$ cat config.mk
export PLATFORM = sky130hd
export DESIGN_NAME = display_seq_ctrl
export DESIGN_NICKNAME = d
export VERILOG_FILES = /design/src/rtl/display_pkg.sv /design/src/rtl/button_debouncer.sv /design/src/rtl/display_seq_ctrl.sv
export SDC_FILE = /design/constraint.sdc
export NUM_CORES = 1
export LEC_CHECK = 0
export CELL_PAD_IN_SITES_DETAIL_PLACEMENT = 0
export CELL_PAD_IN_SITES_GLOBAL_PLACEMENT = 1
export CORE_ASPECT_RATIO = 0.8
export CORE_MARGIN = 3
export CORE_UTILIZATION = 38
export DETAILED_ROUTE_END_ITERATION = 6
export PLACE_DENSITY_LB_ADDON = 0.3
export SLEW_MARGIN = 20
export SYNTH_ARGS = -nofsm -noshare
export SYNTH_HDL_FRONTEND = slang
export SYNTH_SLANG_ARGS = --single-unit
$ cat constraint.sdc
create_clock -name clk -period 1.85 [get_ports clk]
set_input_delay 0.37 -clock clk [delete_from_list [all_inputs] [get_ports clk]]
set_output_delay 0.37 -clock clk [all_outputs]
set_load 0.01 [all_outputs]
$ cat src/rtl/display_pkg.sv
// Shared types and result codes for the switch-display controller.
package display_pkg;
   typedef enum logic [1:0] {S_IDLE, S_LAUNCH, S_WAIT, S_UPDATE} seq_state_t;
   typedef enum logic [1:0] {R_HEX, R_BCD, R_OVF, R_TMO} res_kind_t;

   localparam logic [15:0] OVERFLOW_CODE = 16'hE000;
   localparam logic [15:0] TIMEOUT_CODE  = 16'hEEEE;
   localparam logic [15:0] LED_OVERFLOW  = 16'hFFFF;
   localparam logic [15:0] LED_TIMEOUT   = 16'h00FF;
endpackage

$ cat src/rtl/button_debouncer.sv
// Synchronizes one raw button, debounces it and emits a one-cycle pulse on release.
module button_debouncer #(
   parameter int DEBOUNCE_CYCLES = 500000
) (
   input  logic clk,
   input  logic reset,
   input  logic btn,
   output logic cmd
);
   localparam int CW = $clog2(DEBOUNCE_CYCLES + 1);
   localparam logic [CW-1:0] LAST = CW'(DEBOUNCE_CYCLES - 1);

   logic          sync1, sync2, stable, stable_d;
   logic [CW-1:0] cnt;

   always_ff @(posedge clk) begin
      if (reset) begin
         sync1    <= 1'b0;
         sync2    <= 1'b0;
         stable   <= 1'b0;
         stable_d <= 1'b0;
         cnt      <= '0;
      end else begin
         sync1    <= btn;
         sync2    <= sync1;
         stable_d <= stable;
         // any return to the accepted level restarts the count
         if (sync2 == stable)
            cnt <= '0;
         else if (cnt == LAST) begin
            stable <= sync2;
            cnt    <= '0;
         end else
            cnt <= cnt + 1'b1;
      end
   end

   assign cmd = stable_d & ~stable;
endmodule

$ cat src/rtl/display_seq_ctrl.sv
// Button commands, radix/source mode state and converter sequencing for the display.
module display_seq_ctrl
   import display_pkg::*;
#(
   parameter int DEBOUNCE_CYCLES = 500000,
   parameter int REFRESH_CYCLES  = 1000000,
   parameter int TIMEOUT_CYCLES  = 64,
   parameter int MAX_DECIMAL     = 9999
) (
   input  logic        clk,
   input  logic        reset,
   input  logic        btnU,
   input  logic        btnR,
   input  logic        btnL,
   input  logic [15:0] switches_inputs,
   output logic        conv_start,
   output logic [15:0] conv_bin,
   input  logic        conv_done,
   input  logic [15:0] conv_bcd,
   output logic [15:0] display_value,
   output logic [15:0] led_out,
   output logic        radix_dec,
   output logic        source_held,
   output logic        conv_error
);
   localparam int RW = (REFRESH_CYCLES > 1) ? $clog2(REFRESH_CYCLES) : 1;
   localparam int TW = $clog2(TIMEOUT_CYCLES + 1);
   localparam logic [RW-1:0] REF_LAST = RW'(REFRESH_CYCLES - 1);
   localparam logic [TW-1:0] TMO_LAST = TW'(TIMEOUT_CYCLES - 1);
   localparam logic [15:0]   MAX_DEC  = 16'(MAX_DECIMAL);

   logic [2:0] btn_raw, cmd;
   assign btn_raw = {btnL, btnR, btnU};

   for (genvar i = 0; i < 3; i++) begin : g_btn
      button_debouncer #(.DEBOUNCE_CYCLES(DEBOUNCE_CYCLES)) u_db (
         .clk  (clk),
         .reset(reset),
         .btn  (btn_raw[i]),
         .cmd  (cmd[i])
      );
   end

   seq_state_t    state, state_nxt;
   res_kind_t     kind;
   logic [RW-1:0] refresh_cnt;
   logic [TW-1:0] tmo_cnt;
   logic [15:0]   hold, operand, bcd_q, op_sel;
   logic          force_pending, launch_conv;

   assign op_sel      = source_held ? hold : switches_inputs;
   assign launch_conv = radix_dec && (op_sel <= MAX_DEC);

   always_ff @(posedge clk) begin
      if (reset) state <= S_IDLE;
      else       state <= state_nxt;
   end

   always_comb begin
      state_nxt = state;
      case (state)
         S_IDLE:   if (force_pending || refresh_cnt == REF_LAST) state_nxt = S_LAUNCH;
         S_LAUNCH: state_nxt = launch_conv ? S_WAIT : S_UPDATE;
         S_WAIT:   if (conv_done || tmo_cnt == TMO_LAST) state_nxt = S_UPDATE;
         S_UPDATE: state_nxt = S_IDLE;
         default:  state_nxt = S_IDLE;
      endcase
   end

   always_ff @(posedge clk) begin
      if (reset) begin
         hold          <= '0;
         radix_dec     <= 1'b0;
         source_held   <= 1'b0;
         force_pending <= 1'b1;
         refresh_cnt   <= '0;
         tmo_cnt       <= '0;
         operand       <= '0;
         bcd_q         <= '0;
         kind          <= R_HEX;
         conv_start    <= 1'b0;
         conv_bin      <= '0;
         conv_error    <= 1'b0;
         display_value <= '0;
         led_out       <= '0;
      end else begin
         if (cmd[2]) hold <= switches_inputs;
         if (cmd[0]) radix_dec <= ~radix_dec;
         if (cmd[1]) source_held <= ~source_held;
         // a command always wins over the clear on IDLE exit
         if (|cmd)
            force_pending <= 1'b1;
         else if (state == S_IDLE && state_nxt == S_LAUNCH)
            force_pending <= 1'b0;

         conv_start <= 1'b0;
         case (state)
            S_IDLE:
               refresh_cnt <= (state_nxt == S_LAUNCH) ? '0 : refresh_cnt + 1'b1;
            S_LAUNCH: begin
               operand <= op_sel;
               tmo_cnt <= '0;
               if (launch_conv) begin
                  conv_start <= 1'b1;
                  conv_bin   <= op_sel;
                  kind       <= R_BCD;
               end else
                  kind <= radix_dec ? R_OVF : R_HEX;
            end
            S_WAIT: begin
               tmo_cnt <= tmo_cnt + 1'b1;
               if (conv_done)
                  bcd_q <= conv_bcd;
               else if (tmo_cnt == TMO_LAST) begin
                  kind       <= R_TMO;
                  conv_error <= 1'b1;
               end
            end
            S_UPDATE:
               case (kind)
                  R_HEX: begin display_value <= operand;       led_out <= '0;           end
                  R_BCD: begin display_value <= bcd_q;         led_out <= '0;           end
                  R_OVF: begin display_value <= OVERFLOW_CODE; led_out <= LED_OVERFLOW; end
                  R_TMO: begin display_value <= TIMEOUT_CODE;  led_out <= LED_TIMEOUT;  end
                  default: ;
               endcase
            default: ;
         endcase
      end
   end
endmodule

# Yosys cells after proc, flatten, opt, wreduce, memory -nomap -nowiden
# Index checks and enable logic that the tools add are counted.
# W data, S select, Z words.
[totals]
regBits = 201
latch_bits = 0
mem_bits_rw = 0
mem_bits_ro = 0
input_bits = 38
word_cells = 101
mem_count = 0
[classes]
add_sub_neg = 5
multipliers = 0
n_div = 0
magnitude_cmp = 1
n_eq_ne = 17
n_shift = 0
mux = 15
n_bitwise = 13
reduce_logical = 20
[ops]
columns = ["operator", "n"]
rows = [
  ["$pmux W16 S4", 1],
  ["$add A19 B1 Y19 const B", 3],
  ["$eq A19 B19 Y1 const B", 3],
  ["$pmux W16 S3", 1],
  ["$add A20 B1 Y20 const B", 1],
  ["$eq A20 B20 Y1 const B", 1],
  ["$mux W20", 1],
  ["$le A16 B14 Y1 const B", 1],
  ["$mux W16", 1],
  ["$pmux W7 S2", 1],
  ["$mux W2", 6],
  ["$not A1 Y1", 10],
  ["$reduce_and A2 Y1", 5],
  ["$reduce_or A3 Y1", 3],
  ["$eq A2 B2 Y1 const B", 4],
  ["$pmux W2 S4", 1],
  ["$add A7 B1 Y7 const B", 1],
  ["$eq A7 B6 Y1 const B", 1],
  ["$eq A2 B1 Y1 const B", 3],
  ["$reduce_and A3 Y1", 2],
  ["$logic_not A2 Y1", 2],
  ["$ne A2 B2 Y1 const B", 2],
  ["$pmux W2 S2", 1],
  ["$reduce_or A2 Y1", 2],
  ["other kinds (7)", 14],
]

# Longest topological paths before layout
[logic_depth]
word_depth = 7
ltp_mapped = 9

# Modules after synthesis
# Synthesis repeated with hierarchy kept, for this count alone.
[unflattened]
hier_cells = 910
area_unflattened_um2 = 8209.1
[by_module_without_submodules]
columns = ["module", "n_inst", "cells_each", "area_per_inst_um2", "seq_area_each_um2"]
rows = [
  ["display_seq_ctrl", 1, 583, 5210.0, 2362.3],
  ["button_debouncer", 3, 109, 999.7, 460.4],
]

# Worst setup path after synthesis
# OpenSTA, ideal clock, no wires.
[synth_timing]
path_kind = "flip-flop to flip-flop"
startpoint = "reg state[0]"
endpoint = "reg refresh_cnt[10]"
setup_time_ns = 0.117
arrival_time_ns = 1.672
setup_slack_ns = 0.060
stages_incl_launch_ff = 9
n_path_buf = 2
synth_period_minus_slack_ns = 1.790
path_cell_list = "dfxtp_1 -> inv_1 -> ha_1 -> clkbuf_1 -> inv_1 -> a21oi_1 -> a21oi_2 -> buf_2 -> nor2_1"
[synth_via]
elab_chain_cells = 4
word_cells_on_any_way = 9
cone_classes = "4 x eq/ne; 4 x mux; 1 x reduce/logical"
[synth_lines]
columns = ["item", "line_no", "rtl"]
rows = [
  ["from (decl)", "display_seq_ctrl.sv:44", "seq_state_t state, state_nxt;"],
  ["from (signal assigned)", "display_seq_ctrl.sv:56", "else state <= state_nxt;"],
  ["$eq A2 B2 Y1, or another cell as far along", "display_seq_ctrl.sv:61", "case (state)"],
  ["$pmux W2 S4 (*)", "display_seq_ctrl.sv:61", ""],
  ["named net state_nxt[1]", "display_seq_ctrl.sv:44", ""],
  ["$eq A2 B1 Y1 (*)", "display_seq_ctrl.sv:99", "refresh_cnt <= (state_nxt == S_LAUNCH) ? '0 : refresh_cnt + 1'b1;"],
  ["$mux W20 (*)", "display_seq_ctrl.sv:99", ""],
  ["to (signal assigned)", "display_seq_ctrl.sv:99", ""],
  ["to (decl)", "display_seq_ctrl.sv:46", "logic [RW-1:0] refresh_cnt;"],
]
# The timed path passes the listed nets; every way through them passes the cells marked *.
# A chain may end at the register's enable or synchronous reset.

==> impl_metrics.tcl <==
set metrics [dict create \
    multiInputGateArea_sq_um 3850 \
    slew_violations 0 \
    max_slew.worst_pin.slew_ns 0.661 \
    ir_worst_vdd_uv 598 \
    fill_cells 1945 \
    place.detailed.instances 1250 \
    largest_family_of_logic_cells_by_synthesized_area "simple AND/OR/NAND/NOR gates" \
    die-width_um 168 \
    synth-seq-cells 187 \
    regArea_sq_um 3750 \
    synth_nets 958 \
    syn-mean-instance-area_sq_um 8.75 \
    worstRegToRegCells 6 \
    grt_first_pass_wirelength_mm 30.2 \
    critical_path_required_ns 1.48 \
    drv_cap 0 \
    average_routed_wire_per_standard_cell_um 13.7 \
    layout-drive-gt1-share_pct 10.7 \
    number_of_buffers_and_inverters_on_the_critical_path 1 \
    worstSetupStartpointType "flop" \
    clk_buf_depth 2 \
    unrepaired_setup_endpoints_after_global_routing "no" \
    drtAntennaViolNets 0 \
    htree_num_levels 4 \
    numCtsBuffers 17 \
    num_antenna_cells 0 \
    endpoint_of_the_worst_register_to_register_path "conv_bin[1]$_SDFFE_PP0P_" \
    number_of_synthesized_flops_with_an_enable_pin 0 \
    cts_hold_buf 0 \
    synth.lib_cells_used.distinct 50 \
    drtPass1Iterations 4 \
    cts_num_sinks 187 \
    synthesized_area_fraction_occupied_by_adder_cells_pct 1.41 \
    timing.clock.skew_ns 0.0156 \
    timing.critical_path.from "led_out[14]$_SDFFE_PP0N_" \
    async_flop_share_pct 0 \
    detailed_place.area_sq_um 9260 \
    place_hpwl_mm 12.3 \
    yosysSeqAreaShare_pct 47.0 \
    timing.slew.headroom_pct 55.9 \
    leakagePower_nw 3.38 \
    period_share_pct 95.7 \
    floorplan.core_area_sq_um 20200 \
    design_area_sq_um 9860 \
    floorplan.initialDensity_pct 39.4 \
    achievable-frequency_mhz 565 \
    class_of_the_most_critical_hold_timing_path "input port to flop" \
    critical_path_cell_count 1 \
    vias 6129 \
    cpLargestDelayFamily "buffers and inverters" \
    layoutNonFillerInstCount 1282 \
    xor_xnor_portion_of_the_synthesized_cell_area_pct 8.68 \
    crit_fanout 9 \
    final_worst_path_period_need_ns 1.77 \
    crit_path_max_incr_delay_ns 0.56 \
    num_io_pins 90 \
    global_route.usage.total_pct 16.1 \
    ys_warns 0 \
    reg2reg_slack_ns 0.16 \
    wirelength_mm 17.5 \
    finalNetCount 1052 \
    synth_ff_type "dfxtp_1" \
    flow.area_growth_from_synthesis_pct 23.8 \
    compound_gate_fraction_of_synth_area_pct 9.38 \
    residual_drc 0 \
    grt_antenna_before_repair 0 \
    final_common_cell "dfxtp_1" \
    timing.critical_path.arrival_ns 1.40 \
    tritoncts "built" \
    cts_root_buffer "clkbuf_16" \
    final_count_of_negative_setup_slack_endpoints 0 \
    final-hold-violation-count 0 \
    worst_skew_pair.late_latency_ns 0.44 \
    drt_iter0_markers 359 \
    grt_overflow 0 \
    sort_of_element_at_the_end_of_the_critical_path "primary output" \
    synth_simple_gate_area_share_pct 24.2 \
    mostFrequentLayoutCells "dfxtp_1 (185), nor2_1 (144), nand2_1 (99)" \
    power-per-cell-area_nw_per_um2 977 \
    place_congestion 0.795 \
    first_global_vias 6004 \
    power_w 0.00963 \
    synth_area_sq_um 7970 \
    result_of_the_run "complete, no violations" \
    postSynthCellCount 911 \
    endpoint "led_out[13]" \
    maximum_number_of_pins_on_one_net_before_global_route_repair 60 \
    worstPathCellList "clkdlybuf4s50_1" \
    yosys-mux-area-fraction_pct 4.59 \
    floorplan.die.height_um 136 \
    cp_slowest_cell "clkdlybuf4s50_1" \
    clk_pin_slew_ns 0.08 \
    dieArea_sq_um 22800 \
    criticalPathCategory "flop to primary output" \
    crit-reg2reg-launch "hold[4]$_SDFFE_PP0P_" \
    io_buffer_count 89 \
    core.rowCount 46 \
    vias_per_cell 4.78 \
]
-- how the worst min path moves through the flow --
stage | from | to | slack [ns] | depth (start not counted)
CTS | reset | state[1]$_SDFF_PP0_ | 0.29 | 2
global placement | bcd_q[6]$_SDFFE_PP0P_ | bcd_q[6]$_SDFFE_PP0P_ | 0.44 | 2
global route | reset | state[1]$_SDFF_PP0_ | 0.30 | 2
detailed placement | bcd_q[1]$_SDFFE_PP0P_ | bcd_q[1]$_SDFFE_PP0P_ | 0.44 | 2
floorplan | g_btn[0].u_db.sync1$_SDFF_PP0_ | g_btn[0].u_db.sync2$_SDFF_PP0_ | 0.41 | 1
finish | reset | g_btn[1].u_db.stable$_SDFFE_PP0P_ | 0.31 | 2
-- state kept, by name, summed over array words and instances (netlist names), 2 cells and up --
name,flops
bcd_q,16
state,2
display_value,16
g_btn.u_db.cnt,57
refresh_cnt,20
g_btn.u_db.stable_d,3
g_btn.u_db.stable,3
conv_bin,16
operand,16
kind,2
g_btn.u_db.sync2,3
led_out,2
tmo_cnt,7
g_btn.u_db.sync1,3
hold,16
-- what timing repair did --
item	CTS	global route
setup endpoints to repair	18	18
hold endpoints to repair	0	0
gates resized for setup	5	3
setup buffers	0	0
-- routing by layer --
metal  global-route usage, %  share of wire (%)
met1                    23.2                 52
met2                    24.2                 43
met3                    3.91                3.8
met4                    4.36                1.2
met5                       0                  0
-- logic make-up after synthesis --
logic type                 count (synthesis)
and+or+nand+nor                          401
DFF                                      187
AOI/OAI and AO/OA                        123
xor gates and xnor gates                  79
buffers and inverters                     76
muxes                                     36
adders and majority gates                  9
-- final cells by class --
cell class                 count  share of cell area [%]
clock buffer                  17                    4.31
clock inverter                15                    1.71
inverter                      11                   0.419
multi-input combinational    648                    39.1
sequential                   187                    38.0
tap                          264                    3.35
timing repair buffer         140                    13.2
-- power breakdown --
part | internal (W) | switching (W) | leakage (nW)
clock | 0.00183 | 0.00182 | 0.291
combinational | 0.000687 | 0.000865 | 1.57
sequential | 0.00429 | 0.000147 | 1.51
total | 0.00680 | 0.00283 | 3.38
-- cells in the mapped netlist (5+ instances only) --
cell type  number  area [sq um]
nor2b_1        17           106
mux2i_1        32           320
nand4_1        21           131
a211oi_1       25           188
nand3_1        37           185
nor4_1          6          37.5
and3_1         14          87.6
dfxtp_1       187          3740
nor2_1        144           541
and4_1          7          61.3
a21oi_1        57           285
nor3_1         13          65.1
buf_4          15           113
inv_1          11          41.3
xnor2_1        31           272
xor2_1         48           420
clkbuf_1       30           113
ha_1            9           113
buf_1           5          18.8
buf_2          12          60.1
nand2b_1       16           100
o21ai_0        25           125
nand2_1        99           372
-- metrics by stage --
step	utilization (%)	TNS [ns]	hold WS [ns]	setup slack [ns]
2_1_floorplan	-	0	0.414	0.0602
3_3_place_gp	45.8	-4.09	0.440	-0.240
3_5_place_dp	45.8	-4.34	0.444	-0.258
4_1_cts	48.8	0	0.293	0.0465
5_1_grt	48.8	0	0.298	0.00519
6_report	48.8	0	0.309	0.0790
(Power assumes the default switching activity.)
